## config.mk

```make
export PLATFORM = sky130hd
export DESIGN_NAME = ga23_sdr_arbiter
export DESIGN_NICKNAME = d
export VERILOG_FILES = /design/src/rtl/ga23_pkg.sv /design/src/rtl/ga23_rr_pick.sv /design/src/rtl/ga23_sdr_arbiter.sv
export SDC_FILE = /design/constraint.sdc
export NUM_CORES = 1
export LEC_CHECK = 0
export CAP_MARGIN = 5
export CORE_UTILIZATION = 45
export DETAILED_ROUTE_END_ITERATION = 8
export PLACE_DENSITY_LB_ADDON = 0.1
export SLEW_MARGIN = 15
export SYNTH_ARGS = -nofsm -noshare
export SYNTH_HDL_FRONTEND = slang
export SYNTH_SLANG_ARGS = --single-unit
```

## constraint.sdc

```tcl
create_clock -name clk -period 5.5 [get_ports clk]
set_input_delay 1.375 -clock clk [delete_from_list [all_inputs] [get_ports clk]]
set_output_delay 1.375 -clock clk [all_outputs]
set_load 0.005 [all_outputs]
```

## src/rtl/ga23_pkg.sv

```systemverilog
// Shared types for the GA23 tile-ROM fetch path: SDRAM word address, row data
// and the arbiter FSM state encoding.
package ga23_pkg;

    typedef logic [21:0] sdr_addr_t;
    typedef logic [31:0] sdr_data_t;

    typedef enum logic [1:0] {
        IDLE  = 2'd0,
        ISSUE = 2'd1,
        WAIT  = 2'd2
    } arb_state_t;

endpackage

```

## src/rtl/ga23_rr_pick.sv

```systemverilog
// Round-robin first-set-bit finder: returns the first pending port at or after
// rr, wrapping modulo NUM_PORTS.
module ga23_rr_pick #(
    parameter int NUM_PORTS = 3,
    parameter int PW        = 2
) (
    input  logic [NUM_PORTS-1:0] pend,
    input  logic [PW-1:0]        rr,
    output logic                 valid,
    output logic [PW-1:0]        index
);

    logic [PW-1:0] cand;

    // Scan from the farthest offset down so the nearest set bit is written last.
    always_comb begin
        valid = |pend;
        index = '0;
        cand  = '0;
        for (int i = NUM_PORTS - 1; i >= 0; i--) begin
            cand = PW'((int'(rr) + i) % NUM_PORTS);
            if (pend[cand]) begin
                index = cand;
            end
        end
    end

endmodule

```

## src/rtl/ga23_sdr_arbiter.sv

```systemverilog
// Serialises one-shot tile-row fetches from several tilemap layers onto a single
// SDRAM controller channel and returns each row to the layer that asked for it.
//
// state | meaning
// IDLE  | no transaction; grant the next pending port round-robin
// ISSUE | mem_req held with mem_addr until the controller acks
// WAIT  | accepted, waiting for mem_rdy with the row data
module ga23_sdr_arbiter
    import ga23_pkg::*;
#(
    parameter int NUM_PORTS = 3,
    parameter int AW        = 22,
    parameter int DW        = 32
) (
    input  logic                    clk,
    input  logic                    reset_n,
    input  logic [NUM_PORTS-1:0]    port_req,
    input  logic [NUM_PORTS*AW-1:0] port_addr,
    output logic [DW-1:0]           port_data,
    output logic [NUM_PORTS-1:0]    port_rdy,
    output logic                    mem_req,
    output logic [AW-1:0]           mem_addr,
    input  logic                    mem_ack,
    input  logic [DW-1:0]           mem_data,
    input  logic                    mem_rdy
);

    localparam int PW = (NUM_PORTS > 1) ? $clog2(NUM_PORTS) : 1;

    arb_state_t           state_q;
    arb_state_t           state_d;
    logic [NUM_PORTS-1:0] pend;
    logic [NUM_PORTS-1:0] stale;
    logic [AW-1:0]        addr_q [NUM_PORTS];
    logic [PW-1:0]        grant;
    logic [PW-1:0]        rr;
    logic                 pick_valid;
    logic [PW-1:0]        pick_idx;
    logic [AW-1:0]        pick_addr;
    logic                 grant_stale;
    logic                 do_grant;
    logic                 do_done;

    ga23_rr_pick #(
        .NUM_PORTS (NUM_PORTS),
        .PW        (PW)
    ) u_pick (
        .pend  (pend),
        .rr    (rr),
        .valid (pick_valid),
        .index (pick_idx)
    );

    always_ff @(posedge clk or negedge reset_n) begin
        if (!reset_n) begin
            state_q <= IDLE;
        end else begin
            state_q <= state_d;
        end
    end

    always_comb begin
        state_d = state_q;
        case (state_q)
            IDLE:    if (pick_valid) state_d = ISSUE;
            ISSUE:   if (mem_ack) state_d = mem_rdy ? IDLE : WAIT;
            WAIT:    if (mem_rdy) state_d = IDLE;
            default: state_d = IDLE;
        endcase
    end

    // An ack and rdy landing together in ISSUE complete the transaction directly.
    always_comb begin
        mem_req  = 1'b0;
        do_grant = 1'b0;
        do_done  = 1'b0;
        case (state_q)
            IDLE:  do_grant = pick_valid;
            ISSUE: begin
                mem_req = 1'b1;
                do_done = mem_ack && mem_rdy;
            end
            WAIT:  do_done = mem_rdy;
            default: ;
        endcase
    end

    always_comb begin
        pick_addr   = '0;
        grant_stale = 1'b0;
        for (int p = 0; p < NUM_PORTS; p++) begin
            if (pick_idx == PW'(p)) pick_addr = addr_q[p];
            if (grant == PW'(p)) grant_stale = stale[p];
        end
    end

    always_ff @(posedge clk or negedge reset_n) begin
        if (!reset_n) begin
            pend      <= '0;
            stale     <= '0;
            grant     <= '0;
            rr        <= '0;
            mem_addr  <= '0;
            port_data <= '0;
            port_rdy  <= '0;
            for (int p = 0; p < NUM_PORTS; p++) begin
                addr_q[p] <= '0;
            end
        end else begin
            port_rdy <= '0;
            for (int p = 0; p < NUM_PORTS; p++) begin
                // A fresh request keeps the port pending even in its own grant cycle.
                if (port_req[p]) begin
                    addr_q[p] <= port_addr[p*AW +: AW];
                    pend[p]   <= 1'b1;
                end else if (do_grant && pick_idx == PW'(p)) begin
                    pend[p] <= 1'b0;
                end
                if (do_done && grant == PW'(p)) begin
                    stale[p] <= 1'b0;
                    if (!stale[p]) port_rdy[p] <= 1'b1;
                end else if (port_req[p] && state_q != IDLE && grant == PW'(p)) begin
                    stale[p] <= 1'b1;
                end
            end
            if (do_grant) begin
                grant    <= pick_idx;
                mem_addr <= pick_addr;
            end
            if (do_done) begin
                rr <= (grant == PW'(NUM_PORTS - 1)) ? '0 : grant + PW'(1);
                if (!grant_stale) port_data <= mem_data;
            end
        end
    end

endmodule

```

; ---- Yosys cells after proc, flatten, opt, wreduce, memory -nomap -nowiden
; Index checks and enable logic that the tools add are counted.
[word_totals]
elab_cells = 102
in_bits = 105
ff_bits = 135
output_inout_bits = 58
[classes]
magnitude_cmp = 3
muxes = 42
n_reduce_logical = 26
eq_ne = 9
div_mod_pow = 3
bitwise = 1
n_addsub = 3
[op_table]
columns = op, count
row1 = $mux 22, 3
row2 = $mod 32x3->32 const B, 2
row3 = $mod 3x3->32 const B, 1
row4 = $mux 1, 26
row5 = $mux 2, 8
row6 = $reduce_bool 2->1, 7
row7 = $logic_and 1x1->1, 13
row8 = $lt 2x3->1 const B, 3
row9 = $bmux 1 s2, 3
row10 = $eq 2x1->1 const B, 3
row11 = $eq 2x2->1 const B, 3
row12 = $logic_not 2->1, 3
row13 = $ne 2x2->1 const B, 3
row14 = $pmux 2 s3, 1
row15 = $add 2x1->3 const B, 1
row16 = $add 2x2->3 const B, 1
row17 = $reduce_and 3->1, 1
row18 = $reduce_or 3->1, 1
row19 = $add 2x1->2 const B, 1
row20 = $pmux 1 s2, 1
row21 = $reduce_and 2->1, 1
row22 = $not 1->1, 1

; ---- Depth between registers and ports, before layout
; Gate-level depths: netlist of the first run.
[depth]
word_depth = 11
ltp_mapped = 9
depth_no_buf = 7

; ---- By module
; A second synthesis of the first run with hierarchy kept.
[hier_totals]
cells_unflattened = 440
hier_area_um2 = 5826.8
[modules_own_cells]
columns = module, cells_each, seq_area_each_um2, area_per_inst_um2, instances
row1 = ga23_sdr_arbiter, 420, 3378.2, 5676.7, 1
row2 = ga23_rr_pick, 20, 0.0, 150.1, 1

; ---- Worst setup path after synthesis of the first run
; OpenSTA, ideal clock, no wires.
[synth_timing]
path_kind = input-to-reg
from = in mem_ack
to = reg port_data[10]
stages = 6
arrival_ns = 2.564
setup_ns = 0.125
n_path_buf = 1
required_ns = 5.375
slack_ns = 2.811
cell_sequence = nand2_1 -> nand2b_1 -> nand3_1 -> a221o_4 -> buf_12 -> mux2_4
[synth_via]
elab_chain_cells = 3
[synth_rtl]
columns = element, line_no
row1 = from (decl), ga23_sdr_arbiter.sv:23  ; input logic mem_ack,
row2 = $logic_and 1x1->1, ga23_sdr_arbiter.sv:81  ; do_done = mem_ack && mem_rdy;
row3 = $pmux 1 s2, ga23_sdr_arbiter.sv:77  ; case (state_q)
row4 = $reduce_and 2->1 (no source line), n/a
row5 = to (signal assigned), ga23_sdr_arbiter.sv:132  ; if (!grant_stale) port_data <= mem_data;
row6 = to (decl), ga23_sdr_arbiter.sv:19  ; output logic [DW-1:0] port_data,
; No other way between the ends.
; A chain may end at the register's enable or synchronous reset.

; ---- Worst setup path in the final report of the first run
[layout_timing]
from = in mem_ack
to = reg port_data[7]
; Same word-level chain as after synthesis.

==> flow_summary.toml, run 1 <==
[place]
dpl.hpwl_um = 8990
gp_congestion = 0.813
placed_cells = 749
port_buffers = 162

[timing]
fmax_mhz = 331
final_hold_viol_count = 0
whs_ns = 0.464
fin_crit_sh_pct = 54.8
relSlewSlack_pct = 18.4
fin_crit_ns = 3.02
final.setup.tns_ns = 0
clock_skew_ns = 0.00753
tightest_slew_ns = 1.22
report.final.setup_viol = 0
report.final.slew_viol_count = 0
rsz0062_at_grt = "no"

[critical_path]
worstSetupPathType = "input pin to flip-flop"
worstPathMaxFanout = 32
cp.arrival_ns = 3.32
end_kind = "flip-flop"
start_kind = "input pin"
critPathRequiredTime_ns = 5.80
r2r_cells = 8

[floorplan]
std_cell_rows = 41
start_util_pct = 46.0
dieWidth_um = 115
io_pins = 163
die-area_um2 = 13300
core_um2 = 12600
dieHeight_um = 115

[pwr]
powerDensity_nw_per_um2 = 543
p_leak_nw = 3.55
ir_drop_mv = 0.334

[yosys]
syn-cell-area_um2 = 5790
synth_seq_cells = 135
synthMostInstantiatedCell = "dfrtp_1"
yosysUniqueCellTypes = 37
synth_top_cell_by_area = "dfrtp_1"
avgSynthCellArea_um2 = 13.2
synth-seq-area-share_pct = 58.4
netlist.area_leader.share_pct = 58.4
synth_top_flop_cell = "dfrtp_1"
synthesis.nets = 550
yosys_warnings = 0
synth_area_leaders = "dfrtp_1 58%, mux2_2 13%, mux2_4 8.0%"
synth-async-reset-ratio_pct = 100
syn_inst = 439
synth_edf_count = 0
yosys-top-cells-count = "135 x dfrtp_1, 68 x mux2_2, 67 x nand3_1, 31 x mux2_4, 26 x nand2_1"

[global_routing]
grt_pass1_wl_um = 21800
overflow = 0
groute.usage.overall_pct = 22.1
first_global_vias = 4307
grt_max_degree = 94
antenna_found_initial = 0

[outcome]
status = "complete, no violations"

[cts]
cts_root_buffer = "clkbuf_16"
insertion_delay_ns = 0.42
postCtsSetupBuffers = 0
cts_tree = "done"
cts-root-to-sink-buffers = 2
cts_hold_buf = 0
cts.clk_slew.worst_paths_ns = 0.06
cts_buffers = 17
htreeDepth = 4
cts_resized = 0
cts.sinks = 135

[worst_hold_path]
worstHoldPathCells = 1
min_path_type = "flip-flop to flip-flop"

[finish]
fin_cells = 781
layout-drive-gt1-share_pct = 23.2
syn_to_final_growth_pct = 41.4
diodes = 0
finalNetCount = 707

[drt]
firstDrtPassIters = 4
drc = 0
wirelength_um = 13900
vias_per_cell = 5.34
via_count = 4174
wl_per_cell_um = 17.8
drtAntennaViolNets = 0
drt_iter0_drc = 300

[run]
drv_cap = 0
## metrics by stage
stage / cell area, um2 / power [mW] / worst slack (ns) / utilization, %
final: 8180 / 4.44 / 2.48 / 65.1
after CTS: 8180 / 4.48 / 2.49 / 65.1
after floorplan: 5790 / 2.40 / 2.81 / -
after global routing: 8180 / 4.70 / 2.40 / 65.1
after global placement: 7510 / 3.12 / 2.14 / 59.8
after detailed placement: 7510 / 3.18 / 2.07 / 59.8
## sequential cells by signal, indices dropped and copies added (netlist names)
| register | cells |
|---|---|
| port_rdy | 3 |
| pend | 3 |
| rr | 2 |
| mem_addr | 22 |
| addr_q | 66 |
| grant | 2 |
| state_q | 2 |
| port_data | 32 |
| stale | 3 |
## layout by cell type, fill, tap and decap left out, drive strengths merged, types with 2 or more instances in the layout
| cell type | count |
|---|---|
| ha | 6 |
| dfrtp | 135 |
| clkinv | 3 |
| nand2 | 26 |
| a41oi | 2 |
| buf | 7 |
| nand4 | 22 |
| inv | 10 |
| a21o | 4 |
| nor2 | 5 |
| a221o | 2 |
| nor3 | 3 |
| nor2b | 3 |
| clkdlybuf4s50 | 161 |
| clkinvlp | 2 |
| a31oi | 2 |
| mux2 | 99 |
| nand2b | 5 |
| bufinv | 6 |
| o21ai | 6 |
| nor4 | 2 |
| nand3 | 67 |
| clkbuf | 20 |
## power by group
group | internal, mW | switching, mW | total, mW
sequential | 1.29 | 0.180 | 1.47
combinational | 0.874 | 0.812 | 1.69
clock | 0.862 | 0.422 | 1.28
## critical path, cell delays in order
cell and delay, ns:
clkdlybuf4s50_1 0.48, nand2_1 0.08, nand2b_1 0.10, nand3_1 0.24, a221o_4 0.65, mux2_4 0.38
## path summary, 6_finish.rpt
| kind | start | slack, ns | to |
|---|---|---|---|
| max | mem_ack | 2.48 | port_data[7] |
| min | stale[1] | 0.46 | port_rdy[1] |
| max reg2reg | state_q[0] | 2.92 | mem_addr[7] |
| min reg2reg | stale[1] | 0.46 | port_rdy[1] |
| max in group asynchronous | reset_n | 3.34 | port_data[15] |
| min in group asynchronous | reset_n | 1.01 | port_data[20] |
## routing by layer
| metal | share of wire [%] | global-route usage [%] |
|---|---|---|
| met5 | 0 | 0 |
| met4 | 1.9 | 9.61 |
| met3 | 6.7 | 7.38 |
| met2 | 49 | 35.8 |
| met1 | 42 | 27.0 |
## logic make-up (layout without fill, tap and decap cells)
logic type      after synthesis  in the layout  share of synthesized area (%)
mux                         100            100                           21.5
fa+ha+maj                     6              6                           1.30
simple gates                136            136                           12.0
buf+inv                      39            209                           3.65
flops                       135            135                           58.4
compound gates               23             23                           3.20
## final cells by class
type | count | area [um2]
Clock buffer | 20 | 447
Inverter | 9 | 33.8
Timing Repair Buffer | 168 | 1670
Clock inverter | 12 | 223
Multi-Input combinational cell | 265 | 2220
Tap cell | 172 | 215
Fill cell | 946 | 4390
Sequential cell | 135 | 3380
Power figures use the tool's default switching activity.
==> inputs of run 2 (changes only) <==
==> constraint.sdc (replaced) <==
create_clock -name clk -period 3.1 [get_ports clk]
set_input_delay 0.775 -clock clk [delete_from_list [all_inputs] [get_ports clk]]
set_output_delay 0.775 -clock clk [all_outputs]
set_load 0.005 [all_outputs]
==> run 2 against run 1 <==
Net effect:
- flip-flop and latch count unchanged
- combinational power increased by 81%
- clock skew increased by 0.0077 ns
- wire length decreased by 0.55%
- largest cell class unchanged
- final cell count increased by 0.77%
- register-to-register slack got worse by 2.3 ns
- total power increased by 72%
- critical path type is now flip-flop to flip-flop
- sequential power increased by 79%
- first-iteration DRC count decreased by 22%
- worst setup slack got worse by 1.8 ns
- design area decreased by 0.43%
==> flow_summary.toml, run 2 (synthesis results as in run 1) <==
[run]
drv_cap = 0

[outcome]
status = "complete, no violations"

[drt]
wl_per_cell_um = 17.5
drc = 0
vias_per_cell = 5.28
via_count = 4153
drt_iter0_drc = 233
firstDrtPassIters = 4
drtAntennaViolNets = 0
wirelength_um = 13800

[critical_path]
cp_cell_sequence = "inv_1, ha_1, a21boi_0, o221a_2, or2_1, nand2_1, a21o_1"
r2r_end = "pend[2]"
r2r_cells = 7
critical_path.top_delay_family = "simple AND/OR/NAND/NOR gates"
worstSetupPathType = "flip-flop to flip-flop"
slowest_stage = "or2_1"
cp.arrival_ns = 2.76
critPathRequiredTime_ns = 3.43
crit_buf_inv = 1
end_kind = "flip-flop"
reg2reg_slack_ns = 0.67
slowest_delay_ns = 0.76
start_kind = "flip-flop"
cp.depth = 7
worstPathMaxFanout = 24
worstReg2RegStart = "rr[0]"

[place]
place_ws_ns = 0.282
gp_congestion = 0.764
dpl.hpwl_um = 9160
placed_area_um2 = 7560
port_buffers = 162

[timing]
report.final.slew_viol_count = 0
final_hold_viol_count = 0
fin_crit_sh_pct = 78.5
final.setup.tns_ns = 0
clock_skew_ns = 0.0152
report.final.setup_viol = 0
tightest_slew_ns = 0.976
relSlewSlack_pct = 34.9
whs_ns = 0.323
fin_crit_ns = 2.43
setup_ws_ns = 0.668
rsz0062_at_grt = "no"
fmax_mhz = 411

[pwr]
p_leak_nw = 3.53
finalPower_mw = 7.66
ir_drop_mv = 0.507
powerDensity_nw_per_um2 = 941

[finish]
nFillCells = 964
design_area_um2 = 8150
final_common_cell = "clkdlybuf4s50_1"
diodes = 0
largest_reg_flops = 66
multi_input_area_um2 = 2220
seq_area_um2 = 3380
layout_common_cells = "161 x clkdlybuf4s50_1, 135 x dfrtp_1, 68 x mux2_2"
layout-drive-gt1-share_pct = 24.2
regMostFlops = "addr_q"
reg_top3 = "addr_q (66), port_data (32), mem_addr (22)"
finalNetCount = 713
syn_to_final_growth_pct = 40.8

[cts]
cts_tree = "done"
cts-root-to-sink-buffers = 2
insertion_delay_ns = 0.43
cts_buffers = 17
cts.clk_slew.worst_paths_ns = 0.06
htreeDepth = 4
postCtsSetupBuffers = 0
cts.sinks = 135
cts_resized = 0
cts_hold_buf = 0
cts_root_buffer = "clkbuf_16"

[floorplan]
dieHeight_um = 115
die-area_um2 = 13300
dieWidth_um = 115
io_pins = 163
start_util_pct = 46.0
core_um2 = 12600
std_cell_rows = 41

[global_routing]
grt_util_met2_pct = 36.4
first_global_vias = 4312
overflow = 0
groute.usage.overall_pct = 22.4
met3_usage_pct = 7.75
grt_use_met1_pct = 27.4
grt_pass1_wl_um = 22000
grt_max_degree = 68
antenna_found_initial = 0
grt-busiest-layer = "met2"

[worst_hold_path]
min_path_type = "input pin to async pin"
run 2: changes by cell type in the layout (fill, tap and decap cells not counted):
cell        before  now
buf_4            6   12
bufinv_16        6    2
clkinvlp_4       2    6
clkbuf_1         2    0
clkinv_4         1    2
inv_6            1    2
run 2: how the worst max path moves through the flow:
stage | end | slack, ns | from
after floorplan | port_data[10] | 1.01 | mem_ack
after global placement | port_data[8] | 0.34 | mem_ack
after detailed placement | port_data[7] | 0.28 | mem_ack
after CTS | pend[2] | 0.62 | rr[0]
after global routing | pend[2] | 0.44 | rr[0]
final | pend[2] | 0.67 | rr[0]
run 2: cell type report:
type	instances	area share [%]
flip-flops and latches	135	41.5
repair buffers	174	21.0
well taps	172	2.64
clock buffers	18	5.39
clock inverters	14	1.84
inverters	9	0.415
multi-input cells	265	27.2
run 2: worst reg2reg max path, cell delays in order (launching register included):
cell      delay, ns
dfrtp_1        0.39
inv_1          0.08
ha_1           0.33
a21boi_0       0.18
o221a_2        0.24
or2_1          0.76
nand2_1        0.15
a21o_1         0.21
run 2: per-layer routing:
| layer | vias to the layer above | part of all wire (%) |
|---|---|---|
| met5 | - | 0 |
| met4 | 0 | 1.5 |
| met3 | 15 | 8.0 |
| met2 | 153 | 49 |
| met1 | 2087 | 41 |
| li1 | 1898 | - |
run 2: metrics by stage:
step                utilization, %  cells
floorplan                        -    439
global placement              60.1    755
detailed placement            60.1    755
CTS                           64.8    787
global route                  64.8    787
finish                        64.8    787
run 2: power by group:
part / switching, mW / internal [mW]
clock: 0.772 / 1.21
sequential: 0.331 / 2.29
combinational: 1.45 / 1.61
==> inputs of run 3 (changes only) <==
==> constraint.sdc (replaced) <==
create_clock -name clk -period 2.4 [get_ports clk]
set_input_delay 0.6 -clock clk [delete_from_list [all_inputs] [get_ports clk]]
set_output_delay 0.6 -clock clk [all_outputs]
set_load 0.005 [all_outputs]
==> run 3 against run 2 <==
Net effect:
- sequential share of layout area fell by 0.39 points
- non-clock buffer count rose by 6
- register-to-register slack got worse by 0.50 ns
- clock power rose by 24%
- combinational power rose by 33%
- final cell count rose by 0.51%
- critical endpoint is now mem_addr[1]
==> flow_summary.toml, run 3 (synthesis results as in run 1) <==
[outcome]
status = "complete, no violations"

[cts]
cts_hold_buf = 0
postCtsSetupBuffers = 0
htreeDepth = 4
insertion_delay_ns = 0.42
cts_root_buffer = "clkbuf_16"
cts.sinks = 135
cts_tree = "done"
cts_buffers = 17
cts-root-to-sink-buffers = 2
cts_resized = 0
cts.clk_slew.worst_paths_ns = 0.05

[critical_path]
end_kind = "flip-flop"
cp.arrival_ns = 2.53
crit_path_start = "rr[0]"
worstReg2RegStart = "rr[0]"
critPathRequiredTime_ns = 2.69
start_kind = "flip-flop"
r2r_cells = 8
worstSetupPathType = "flip-flop to flip-flop"
worstPathMaxFanout = 9

[global_routing]
overflow = 0
grt_max_degree = 59
grt_pass1_wl_um = 22200
groute.usage.overall_pct = 22.7
antenna_found_initial = 0
first_global_vias = 4390

[finish]
reg_top3 = "addr_q (66), port_data (32), mem_addr (22)"
finalNetCount = 719
nFillCells = 976
fin_util_pct = 65.4
design_area_um2 = 8220
regMostFlops = "addr_q"
multi_input_area_um2 = 2220
layout_common_cells = "161 x clkdlybuf4s50_1, 135 x dfrtp_1, 68 x mux2_2"
syn_to_final_growth_pct = 42.1
layout-drive-gt1-share_pct = 24.2
seq_area_um2 = 3380
largest_reg_flops = 66
diodes = 0
fin_cells = 791
final_common_cell = "clkdlybuf4s50_1"

[timing]
report.final.slew_viol_count = 0
tightest_slew_ns = 0.569
setup_ws_ns = 0.166
final_hold_viol_count = 0
fmax_mhz = 448
rsz0062_at_grt = "no"
relSlewSlack_pct = 62.1
clock_skew_ns = 0.00842
whs_ns = 0.154
fin_crit_sh_pct = 93.1
fin_crit_ns = 2.23
final.setup.tns_ns = 0
report.final.setup_viol = 0

[drt]
drtAntennaViolNets = 0
wirelength_um = 14100
drt_iter0_drc = 287
wl_per_cell_um = 17.8
firstDrtPassIters = 4
vias_per_cell = 5.32
via_count = 4207
drc = 0

[place]
placed_cells = 761
dpl.hpwl_um = 9460
gp_congestion = 0.771
placed_area_um2 = 7660
port_buffers = 162
place_ws_ns = 0.0251

[worst_hold_path]
min_path_type = "input pin to async pin"

[floorplan]
dieHeight_um = 115
start_util_pct = 46.0
dieWidth_um = 115
core_um2 = 12600
std_cell_rows = 41
die-area_um2 = 13300
io_pins = 163

[run]
drv_cap = 0

[pwr]
finalPower_mw = 9.92
p_leak_nw = 3.58
powerDensity_nw_per_um2 = 1210
ir_drop_mv = 0.757
## run 3: cell types whose count changed in the layout (fill, tap and decap cells not counted), moves of 3 or more
cell / delta
buf_12: +5
clkinvlp_4: -4
clkbuf_1: +3
clkbuf_8: +3
## run 3: worst paths after layout
kind / end / slack (ns)
min in group clk: port_rdy[0] / 0.46
min reg2reg: port_rdy[0] / 0.46
max reg2reg: mem_addr[1] / 0.17
min: port_data[20] / 0.15
max in group asynchronous: mem_addr[11] / 1.62
max: mem_addr[1] / 0.17
## run 3: layout make-up
cell class              count  share of cell area [%]
well taps                 172                    2.62
clock inverters             6                   0.822
clock buffers              24                    5.98
inverters                   9                   0.411
repair buffers            180                    22.1
flip-flops and latches    135                    41.1
multi-input cells         265                    26.9
## run 3: report_power, final
group          switching, mW  total (mW)  leakage (nW)  internal, mW
sequential             0.422        3.39          1.62          2.96
clock                  0.936        2.46         0.269          1.52
combinational           1.90        4.07          1.70          2.17
## run 3: worst max-delay path, cell delays in order (launching register included)
cell     delay (ns)
dfrtp_1        0.37
inv_1          0.07
ha_1           0.35
nor2b_1        0.17
o221a_2        0.30
or2_1          0.39
buf_4          0.25
nand3_1        0.11
nand4_1        0.10
## run 3: layer usage
metal,GRT usage (%),share of wire (%),up-vias
li1,-,-,1914
met1,27.0,41,2094
met2,37.6,49,167
met3,7.01,7.4,32
met4,10.7,2.3,0
met5,0,0,-
